==> config.mk <==
export PLATFORM = sky130hd
export DESIGN_NAME = jaddr_split_flat
export DESIGN_NICKNAME = d
export VERILOG_FILES = /design/src/rtl/jaddr_split_if.sv /design/src/rtl/jaddr_split.sv /design/src/flat_wrapper.sv
export SDC_FILE = /design/constraint.sdc
export NUM_CORES = 1
export LEC_CHECK = 0
export ABC_AREA = 0
export CORE_ASPECT_RATIO = 0.6
export CORE_UTILIZATION = 25
export DETAILED_ROUTE_END_ITERATION = 8
export HOLD_SLACK_MARGIN = 0.12
export PLACE_DENSITY = 0.54
export SLEW_MARGIN = 20
export SYNTH_ARGS = -nofsm -noshare
export SYNTH_HDL_FRONTEND = slang
export SYNTH_SLANG_ARGS = --single-unit
==> constraint.sdc <==
create_clock -name clk -period 9.43 [get_ports clk]
set_clock_uncertainty 0.1 [all_clocks]
set_input_delay 1.886 -clock clk [delete_from_list [all_inputs] [get_ports clk]]
set_output_delay 1.886 -clock clk [all_outputs]
set_load 0.005 [all_outputs]
==> src/rtl/jaddr_split_if.sv <==
// Request/result bundle for the jump-address splitter.
// The requester side (master) drives a jump target plus delay-slot PC and
// consumes encoded J-type words; the splitter itself is the slave.
interface jaddr_split_if;
    // Request channel
    logic        in_valid;
    logic        in_ready;
    logic [31:0] in_target;
    logic [31:0] in_pc;
    logic        in_link;

    // Result channel
    logic        out_valid;
    logic        out_ready;
    logic [31:0] out_instr;
    logic [3:0]  out_region;
    logic [25:0] out_index;
    logic [1:0]  out_err;

    // Running count of requests that carried an error
    logic [15:0] err_count;

    modport master (
        output in_valid, in_target, in_pc, in_link, out_ready,
        input  in_ready, out_valid, out_instr, out_region, out_index,
               out_err, err_count
    );

    modport slave (
        input  in_valid, in_target, in_pc, in_link, out_ready,
        output in_ready, out_valid, out_instr, out_region, out_index,
               out_err, err_count
    );
endinterface

==> src/rtl/jaddr_split.sv <==
// Jump-address splitter.
// Takes a jump target and the delay-slot PC, checks alignment and 256 MB
// region reachability, and queues the encoded J/JAL word together with the
// raw region/index fields in a 2-entry FIFO. Error entries carry a zero
// instruction word and bump a saturating error counter.
module jaddr_split #(
    parameter logic [5:0] OP_J   = 6'b000010,
    parameter logic [5:0] OP_JAL = 6'b000011
) (
    input logic          clk,
    input logic          rst,
    jaddr_split_if.slave bus
);

    typedef enum logic [1:0] {
        EMPTY = 2'd0,
        ONE   = 2'd1,
        FULL  = 2'd2
    } state_t;

    typedef struct packed {
        logic [31:0] instr;
        logic [3:0]  region;
        logic [25:0] index;
        logic [1:0]  err;
    } entry_t;

    state_t      state;
    state_t      state_nxt;
    logic        accept;
    logic        pop;
    logic        wr_ptr;
    logic        rd_ptr;
    entry_t      new_entry;
    entry_t      head;
    entry_t      mem [2];
    logic [15:0] err_count_q;

    // Only the region nibble of the PC matters; the rest is deliberately ignored.
    logic        unused_pc;
    assign unused_pc = ^bus.in_pc[27:0];

    // Handshake qualifiers: FULL never accepts, even with a pop in the same cycle.
    always_comb begin
        bus.in_ready  = (state != FULL);
        bus.out_valid = (state != EMPTY);
        accept        = bus.in_valid && bus.in_ready;
        pop           = bus.out_valid && bus.out_ready;
    end

    // Encode the incoming request; error flags are fixed at accept time.
    always_comb begin
        new_entry        = '0;
        new_entry.region = bus.in_target[31:28];
        new_entry.index  = bus.in_target[27:2];
        new_entry.err[0] = (bus.in_target[1:0] != 2'b00);
        new_entry.err[1] = (bus.in_target[31:28] != bus.in_pc[31:28]);
        if (new_entry.err == 2'b00) begin
            new_entry.instr = {(bus.in_link ? OP_JAL : OP_J), bus.in_target[27:2]};
        end
    end

    // Occupancy state register.
    // NOTE: sequential state uses non-blocking assignments so every flop samples
    // pre-edge values; blocking here would create order-dependent simulation.
    always_ff @(posedge clk or posedge rst) begin
        if (rst) begin
            state <= EMPTY;
        end else begin
            state <= state_nxt;
        end
    end

    // Next-state logic for the 2-entry occupancy FSM.
    // NOTE: state_nxt gets a default before the case so no path leaves it
    // unassigned, which would otherwise infer a latch.
    always_comb begin
        state_nxt = state;
        case (state)
            EMPTY: if (accept) state_nxt = ONE;
            ONE: begin
                if (accept && !pop)      state_nxt = FULL;
                else if (pop && !accept) state_nxt = EMPTY;
            end
            FULL:  if (pop) state_nxt = ONE;
            default: state_nxt = EMPTY;
        endcase
    end

    // Read/write pointers; reset drops any buffered entries.
    always_ff @(posedge clk or posedge rst) begin
        if (rst) begin
            wr_ptr <= 1'b0;
            rd_ptr <= 1'b0;
        end else begin
            if (accept) wr_ptr <= ~wr_ptr;
            if (pop)    rd_ptr <= ~rd_ptr;
        end
    end

    // Entry storage.
    // NOTE: the storage array is deliberately not reset; the outputs are gated by
    // out_valid, so stale contents are never observable and resetting it
    // would only add reset fan-out.
    always_ff @(posedge clk) begin
        if (accept) mem[wr_ptr] <= new_entry;
    end

    // Saturating error counter over accepted requests.
    always_ff @(posedge clk or posedge rst) begin
        if (rst) begin
            err_count_q <= 16'h0000;
        end else if (accept && (new_entry.err != 2'b00) && (err_count_q != 16'hFFFF)) begin
            err_count_q <= err_count_q + 16'd1;
        end
    end

    // Present the head entry, forced to zero whenever the FIFO is empty.
    always_comb begin
        head           = mem[rd_ptr];
        bus.out_instr  = 32'h0000_0000;
        bus.out_region = 4'h0;
        bus.out_index  = 26'h000_0000;
        bus.out_err    = 2'b00;
        if (bus.out_valid) begin
            bus.out_instr  = head.instr;
            bus.out_region = head.region;
            bus.out_index  = head.index;
            bus.out_err    = head.err;
        end
        bus.err_count = err_count_q;
    end

endmodule

==> src/flat_wrapper.sv <==
// flat-port wrapper written by rule: the top's interface ports become plain ports
module jaddr_split_flat 
#(
    parameter logic [5:0] OP_J   = 6'b000010,
    parameter logic [5:0] OP_JAL = 6'b000011
)
  (clk, rst, bus_in_valid, bus_in_target, bus_in_pc, bus_in_link, bus_out_ready, bus_in_ready, bus_out_valid, bus_out_instr, bus_out_region, bus_out_index, bus_out_err, bus_err_count);
  jaddr_split_if bus_i ();
  input logic clk;
  input logic rst;
  input wire logic [$bits(bus_i.in_valid)-1:0] bus_in_valid;
  input wire logic [$bits(bus_i.in_target)-1:0] bus_in_target;
  input wire logic [$bits(bus_i.in_pc)-1:0] bus_in_pc;
  input wire logic [$bits(bus_i.in_link)-1:0] bus_in_link;
  input wire logic [$bits(bus_i.out_ready)-1:0] bus_out_ready;
  output wire logic [$bits(bus_i.in_ready)-1:0] bus_in_ready;
  output wire logic [$bits(bus_i.out_valid)-1:0] bus_out_valid;
  output wire logic [$bits(bus_i.out_instr)-1:0] bus_out_instr;
  output wire logic [$bits(bus_i.out_region)-1:0] bus_out_region;
  output wire logic [$bits(bus_i.out_index)-1:0] bus_out_index;
  output wire logic [$bits(bus_i.out_err)-1:0] bus_out_err;
  output wire logic [$bits(bus_i.err_count)-1:0] bus_err_count;
  assign bus_i.in_valid = bus_in_valid;
  assign bus_i.in_target = bus_in_target;
  assign bus_i.in_pc = bus_in_pc;
  assign bus_i.in_link = bus_in_link;
  assign bus_i.out_ready = bus_out_ready;
  assign bus_in_ready = bus_i.in_ready;
  assign bus_out_valid = bus_i.out_valid;
  assign bus_out_instr = bus_i.out_instr;
  assign bus_out_region = bus_i.out_region;
  assign bus_out_index = bus_i.out_index;
  assign bus_out_err = bus_i.out_err;
  assign bus_err_count = bus_i.err_count;
  jaddr_split #(.OP_J(OP_J), .OP_JAL(OP_JAL)) u_core (.clk(clk), .rst(rst), .bus(bus_i));
endmodule
==> out/metrics.cfg, run 1 <==
[synthesis]
synth_top_area_share=0.620
synth-seq-cells=140
synth.mux.area_fraction=0.111
synth_compound_area_frac=0.00409
syn_area_mm2=0.00581
postSynthAreaPerCell_um2=14.8
synthAdderAreaFrac=0.00431
ys.flop_type=edfxtp_1
synth_xor_area_frac=0.0271
synthArstFlopShare=0.143
synth_top_family_by_area=simple AND/OR/NAND/NOR gates
synth_seq_area_share=0.706
synthCells=393
synth.top_cells.by_area=edfxtp_1 62%, mux2i_1 11%, dfrtp_1 8.6%
synth_simple_gate_area_frac=0.124
synth_common_cells=120 x edfxtp_1, 65 x nor2_1, 61 x mux2i_1, 27 x and2_1, 20 x dfrtp_1
synth_cell_types=35
synth_edf_count=120
synthMostInstantiatedCell=edfxtp_1
yosysTopAreaCell=edfxtp_1
yosysWarnings=0

[critical_path]
start_kind=flip-flop
worst_setup_path_end_kind=output pin
cp.required_ns=7.44
path_class=reg -> out
critPathMaxFanout=34
arrival_ns=2.62

[detailed_routing]
post-route-drc-count=0
drtIter0Drc=142
wl_um=12600
vias=3494
vias_per_cell=4.18
postRouteAntennaNets=0
wl_per_cell_um=15.1
drtPass1Iterations=4

[floorplanning]
rows=42
start_util=0.259
die_w_um=199
die-height_um=120
die-area_mm2=0.0239
core_area_mm2=0.0224
ios=151

[sta]
setup_violations=0
tns_ns=0
fmax_mhz=217
final.period_utilization=0.489
drv_slew=0
slew_headroom=0.411
period_needed_ns=4.61
hold_violations=0
rsz0062_at_grt=false
worst_pin_slew_ns=0.884

[layout]
syn_to_final_growth_pct=35.5
final_util=0.351
antenna_cells=0
drive_gt1_frac=0.0797
stdcell_area_mm2=0.00788
fin_nets=586
final_cells=835

[power_and_ir_drop]
seqPwrFrac=0.397
p_int_mw=1.62
p_comb_frac=0.347
clockPowerShare=0.256
p_per_area_mw_per_mm2=294
ir_drop_v=0.000134
power.static_leakage_nw=2.92
swShare=0.302
switching_power_mw=0.701

[cts]
ctsLongestPathBuffers=2
numCtsBuffers=17
root_buffer=clkbuf_16
cts_setup_buffers=0
clk_pin_slew_worst_paths_ns=0.06
clock_latency_ns=0.42
cts_tree=done
htreeDepth=4
ctsResizeCount=0
cts_sinks=140
holdBufCountCts=0

[placement]
dp.final_hpwl_um=7820
place_area_mm2=0.00733
io_buffers=118
dp_cells=803
gp_congestion=0.726

[global_routing]
grt_pass1_vias=3664
overflow=0
grt_pass1_wl_um=19800
grt_start_max_net_pins=62
track_usage=0.113
antenna_found_initial=0

[hold_path]
hold_class=reg -> reg

[flow_run]
cap_violations=0

[status]
outcome=finished clean

[flip-flops by register name, indices dropped and copies added, names as in the netlist]
name,count
u_core.bus.err_count,16
u_core.mem,120
u_core.rd_ptr,1
u_core.state,2
u_core.wr_ptr,1
[layer usage]
layer	share of wire	track usage	vias up	wire length, um
li1	-	-	1665	-
met1	0.50	0.152	1716	6300
met2	0.43	0.164	102	5400
met3	0.059	0.0450	11	739
met4	0.011	0.0389	0	142
met5	0	0	-	0
[power by group through the flow]
stage | logic (mW) | clock network, mW | registers, mW
after floorplan | 0.401 | 0 | 0.895
after global placement | 0.766 | 0 | 0.969
after detailed placement | 0.771 | 0 | 0.978
after CTS | 0.776 | 0.615 | 0.965
after global routing | 0.888 | 0.640 | 0.937
final | 0.805 | 0.594 | 0.919
[critical path, stage by stage (launching register included)]
cell and delay [ns]:
dfrtp_1 0.44, nor2_4 0.61, buf_4 0.50, nor2_1 0.15
clkdlybuf4s50_1 0.48
[per-stage QoR]
stage | total power [mW] | hold WS (ns) | setup WS [ns]
after global routing | 2.46 | 0.434 | 4.60
after floorplan | 1.30 | 0.361 | 4.23
final | 2.32 | 0.406 | 4.82
after CTS | 2.35 | 0.403 | 4.73
after global placement | 1.74 | 0.390 | 4.93
after detailed placement | 1.75 | 0.390 | 4.91
[cell families (layout without fill, tap and decap cells)]
family,count (synthesis),after routing
and+or+nand+nor,136,136
AOI/OAI and AO/OA,4,4
xor gates and xnor gates,18,18
adders and majority gates,2,2
buffers and inverters,28,159
DFF,140,140
muxes,64,64
other,1,4
[placed cells by master, fill, tap and decap left out, types with 2 or more instances in the layout]
| master | netlist | routed |
|---|---|---|
| inv_1 | 5 | 5 |
| mux2i_1 | 61 | 61 |
| nor2_4 | 0 | 3 |
| nand4_1 | 9 | 9 |
| or3_1 | 3 | 3 |
| nor4_1 | 6 | 6 |
| nor3_1 | 5 | 5 |
| mux2_2 | 3 | 3 |
| clkinvlp_4 | 0 | 2 |
| dfrtp_1 | 20 | 19 |
| and2_1 | 27 | 27 |
| conb_1 | 1 | 4 |
| buf_4 | 5 | 4 |
| xnor2_1 | 6 | 6 |
| nor2_1 | 65 | 63 |
| clkinv_1 | 0 | 4 |
| nand2_1 | 7 | 7 |
| clkbuf_1 | 10 | 5 |
| clkbuf_16 | 0 | 17 |
| xor2_1 | 12 | 12 |
| clkdlybuf4s50_1 | 0 | 118 |
| edfxtp_1 | 120 | 120 |
| ha_1 | 2 | 2 |
| o21ai_0 | 2 | 2 |
[final timing paths]
| check | startpoint | end | slack [ns] | cells after the start |
|---|---|---|---|---|
| setup / recovery | u_core.state[0] | bus_out_instr[25] | 4.82 | 4 |
| hold / removal | u_core.bus.err_count[9] | u_core.bus.err_count[9] | 0.41 | 1 |
| setup reg to reg | u_core.state[0] | u_core.state[1] | 7.08 | 6 |
| hold reg to reg | u_core.bus.err_count[9] | u_core.bus.err_count[9] | 0.41 | 1 |
| max in group asynchronous | rst | u_core.rd_ptr | 6.80 | 2 |
| min in group asynchronous | rst | u_core.state[0] | 1.83 | 2 |
[final cells by class]
| cell class | count | area [um^2] |
|---|---|---|
| Clock inverter | 9 | 73.8 |
| Fill cell | 2173 | 14600 |
| Tap cell | 308 | 385 |
| Inverter | 5 | 18.8 |
| Sequential cell | 140 | 4110 |
| Timing Repair Buffer | 123 | 1240 |
| Clock buffer | 22 | 444 |
| Multi-Input combinational cell | 228 | 1610 |
Note: power is estimated with default switching activity, not from simulation.
==> inputs of run 2 (changes only) <==
Clock period 9.43 ns to 4.3 ns, I/O delays scaled along.
==> run 2 against run 1 <==
First-iteration DRC count down 1.4%. Die area did not move. Routed wire length down 2.3%. Non-clock buffer count grew 2. Via count decreased by 1.3%. Global-route usage is 0.45 points lower. Sequential share of layout area is 0.33 points lower. Clock-buffer cell count is 2 lower. Combinational power rose by 120%. Hold slack worse by 0.010 ns. Design area increased by 0.64%. Register-to-register slack got worse by 5.0 ns.
==> out/metrics.cfg, run 2 (same netlist as run 1, synthesis figures left out) <==
[sta]
rsz0062_at_grt=false
holdWs_ns=0.396
worst_pin_slew_ns=0.877
drv_slew=0
setup_violations=0
fmax_mhz=298
hold_violations=0
period_needed_ns=3.36
slew_headroom=0.415
tns_ns=0
final.period_utilization=0.781

[floorplanning]
die-height_um=120
ios=151
start_util=0.259
core_area_mm2=0.0224
die_w_um=199
rows=42
die-area_mm2=0.0239

[cts]
numCtsBuffers=17
holdBufCountCts=0
cts_tree=done
ctsLongestPathBuffers=2
cts_sinks=140
ctsResizeCount=0
root_buffer=clkbuf_16
cts_setup_buffers=0
clk_pin_slew_worst_paths_ns=0.06
htreeDepth=4
clock_latency_ns=0.42

[critical_path]
worst_setup_path_end_kind=output pin
arrival_ns=2.40
cp.required_ns=3.34
r2r-start=u_core.state[1]
path_class=reg -> out
start_kind=flip-flop
critPathMaxFanout=47
crit_start=u_core.state[0]

[detailed_routing]
vias=3448
wl_per_cell_um=14.7
drtPass1Iterations=4
vias_per_cell=4.11
wl_um=12300
postRouteAntennaNets=0
post-route-drc-count=0
drtIter0Drc=140

[placement]
io_buffers=118
dp_cells=806
gp_congestion=0.724
dp.final_hpwl_um=7910

[global_routing]
met2_usage=0.155
grt_pass1_wl_um=19100
overflow=0
track_usage=0.109
antenna_found_initial=0
grt-busiest-layer=met2
grt_use_met3=0.0433
grt_start_max_net_pins=62
grt_pass1_vias=3500
met1_usage=0.149

[layout]
multi_input_area_mm2=0.00161
n_fill_cell=2187
fin_nets=588
final_util=0.353
final_cell_mix=120 x edfxtp_1, 118 x clkdlybuf4s50_1, 63 x nor2_1
layout_commonest_cell=edfxtp_1
largest_register_ffs=120
final_cells=838
regMostFlops=u_core.mem
drive_gt1_frac=0.0925
antenna_cells=0
regArea_mm2=0.00411
syn_to_final_growth_pct=36.4

[power_and_ir_drop]
power.static_leakage_nw=2.95
p_per_area_mw_per_mm2=650
ir_drop_v=0.000289

[hold_path]
hold_class=reg -> reg
hold_start=u_core.bus.err_count[9]

[status]
outcome=finished clean

[flow_run]
cap_violations=0

run 2: cell types whose count changed in the layout (fill, tap and decap cells not counted):
cell and delta:
buf_12 +1, bufinv_16 +1, clkbuf_1 -2, clkinv_2 +2
buf_16 -1, clkinv_4 +2, buf_4 +2, clkinv_1 -2
run 2: power breakdown:
part	leakage [nW]	internal [mW]	switching, mW
registers	1.39	1.83	0.126
clock network	0.269	0.847	0.540
logic	1.29	0.935	0.876
total	2.95	3.61	1.54
run 2: layout make-up:
cell class              instances  share of cell area
multi-input cells             228               0.203
clock buffers                  20              0.0551
clock inverters                12              0.0156
inverters                       5             0.00237
flip-flops and latches        140               0.518
repair buffers                125               0.157
well taps                     308              0.0486
run 2: path summary, 6_finish.rpt:
path | end | slack (ns) | depth (start not counted)
max in group asynchronous | u_core.rd_ptr | 2.71 | 2
hold reg to reg | u_core.bus.err_count[9] | 0.40 | 1
min in group asynchronous | u_core.bus.err_count[7] | 0.80 | 2
setup reg to reg | u_core.state[1] | 2.09 | 6
hold / removal | u_core.bus.err_count[9] | 0.40 | 1
setup / recovery | bus_out_instr[25] | 0.94 | 4
run 2: worst max-delay path: stages, from the launching register on:
cell and delay, ns:
dfrtp_1 0.44, nor2_4 0.33, buf_4 0.54, nor2_1 0.16, clkdlybuf4s50_1 0.50
run 2: per-layer routing:
metal  vias to the layer above  wire length, um
li1                       1669                -
met1                      1657             6220
met2                       108             5150
met3                        14              803
met4                         0              111
met5                         -                0
run 2: per-stage QoR:
step           area, um^2  setup slack, ns  power, mW
6_report             7930            0.944       5.15
5_1_grt              7930            0.746       5.46
4_1_cts              7930            0.876       5.24
3_5_place_dp         7360             1.13       3.83
3_3_place_gp         7360             1.13       3.80
2_1_floorplan        5820            0.124       2.84
==> inputs of run 3 (changes only) <==
Settings changed: PLACE_DENSITY 0.54 to 0.55.
Clock period 4.3 ns to 2.82 ns, I/O delays scaled along.
==> run 3 against run 2 <==
Final cell count grew 0.48%. Die area unchanged. Critical path depth unchanged. Via count increased by 2.4%. Routed wire length is 4.2% higher. Clock power grew 72%. First-iteration DRC count grew 24%. Sequential power increased by 53%. Utilization increased by 0.64 points. Critical endpoint is now bus_out_index[0].
==> out/metrics.cfg, run 3 (same netlist as run 1, synthesis figures left out) <==
[cts]
cts_sinks=140
ctsLongestPathBuffers=2
clock_latency_ns=0.42
numCtsBuffers=17
holdBufCountCts=0
cts_setup_buffers=0
htreeDepth=4
ctsResizeCount=0
root_buffer=clkbuf_16
clk_pin_slew_worst_paths_ns=0.07
cts_tree=done

[critical_path]
cpMaxStageDelayCell=clkdlybuf4s50_1
cp.required_ns=2.16
cp.depth=4
worst_setup_path_end_kind=output pin
critical_path.cell_chain=buf_12 > mux2i_1 > nor2_1 > clkdlybuf4s50_1
critPathMaxFanout=44
crit_path_end=bus_out_index[0]
start_kind=flip-flop
r2r_cells=6
cp_top_family=buffers and inverters
path_buf_inv=2
r2r-start=u_core.state[1]
r2r_slack_ns=0.65
timing.rr.end=u_core.state[1]
crit_start=u_core.rd_ptr
path_class=reg -> out
arrival_ns=2.03
slowest_delay_ns=0.54

[sta]
hold_violations=0
drv_slew=0
final.period_utilization=0.955
slew_headroom=0.535
holdWs_ns=0.406
period_needed_ns=2.69
rsz0062_at_grt=false
fmax_mhz=371
tns_ns=0
worst_pin_slew_ns=0.697
setup_violations=0

[detailed_routing]
wl_per_cell_um=15.2
wl_met2_um=5730
wl_um=12800
postRouteAntennaNets=0
vias_per_cell=4.19
post-route-drc-count=0
vias=3531
met3WireLength_um=675
m1WireLength_um=6230
top_layer=met4
drtIter0Drc=174
drtPass1Iterations=4

[hold_path]
hold_class=reg -> reg
hold_start=u_core.bus.err_count[9]

[layout]
fin_nets=593
layout_commonest_cell=edfxtp_1
syn_to_final_growth_pct=38.8
final_cell_mix=120 x edfxtp_1, 118 x clkdlybuf4s50_1, 63 x nor2_1
drive_gt1_frac=0.101
regMostFlops=u_core.mem
final_cells=842
multi_input_area_mm2=0.00161
largest_register_ffs=120
regArea_mm2=0.00411
antenna_cells=0
n_fill_cell=2198

[power_and_ir_drop]
power.static_leakage_nw=3.02
seqPwrFrac=0.362
ir_drop_v=0.000573
clockPowerShare=0.290
switching_power_mw=2.40
p_per_area_mw_per_mm2=1020
swShare=0.291
p_comb_frac=0.348
p_int_mw=5.83

[floorplanning]
die-area_mm2=0.0239
die_w_um=199
die-height_um=120
start_util=0.259
core_area_mm2=0.0224
ios=151
rows=42

[global_routing]
grt_pass1_vias=3735
grt_pass1_wl_um=20200
track_usage=0.115
grt_start_max_net_pins=61
overflow=0
antenna_found_initial=0

[placement]
gp_congestion=0.782
dp.final_hpwl_um=8260
dp_cells=811
io_buffers=118

[flow_run]
cap_violations=0

[status]
outcome=finished clean

==> run 3: cell types whose count changed in the layout (fill, tap and decap cells not counted), sizes merged <==
| cell | change |
|---|---|
| bufinv | +3 |
| clkbuf | -2 |
| buf | +5 |
| clkinv | -2 |
==> run 3: how the worst min path moves through the flow <==
stage | cells past startpoint | to | slack (ns)
CTS | 1 | u_core.bus.err_count[13] | 0.40
global placement | 1 | u_core.bus.err_count[9] | 0.39
finish | 1 | u_core.bus.err_count[9] | 0.41
floorplan | 1 | u_core.bus.err_count[13] | 0.38
global route | 1 | u_core.bus.err_count[9] | 0.43
detailed placement | 1 | u_core.bus.err_count[13] | 0.39
==> run 3: routing by layer <==
| layer | vias up | GRT usage |
|---|---|---|
| met3 | 14 | 0.0374 |
| met5 | - | 0 |
| li1 | 1682 | - |
| met1 | 1730 | 0.151 |
| met2 | 105 | 0.174 |
| met4 | 0 | 0.0476 |
==> run 3: final cells by class <==
cell class / count / area share
sequential: 140 / 0.509
multi-input combinational: 228 / 0.199
timing repair buffer: 130 / 0.164
clock buffer: 18 / 0.0532
tap: 308 / 0.0478
clock inverter: 13 / 0.0247
inverter: 5 / 0.00233
==> run 3: per-stage QoR <==
stage	util	area, um^2	total power, mW	setup WS (ns)
after floorplan	-	5830	4.33	0.225
after global placement	0.332	7440	5.91	0.221
after detailed placement	0.332	7440	5.94	0.168
after CTS	0.360	8070	8.37	0.110
after global routing	0.360	8070	8.70	0.0213
final	0.360	8070	8.23	0.127
==> run 3: power by group through the flow <==
stage	Clock [mW]	Sequential [mW]	Combinational (mW)
6_report	2.39	2.98	2.86
5_1_grt	2.53	3.03	3.14
4_1_cts	2.45	2.98	2.93
3_5_place_dp	0	3.02	2.92
3_3_place_gp	0	3.00	2.91
2_1_floorplan	0	2.98	1.34
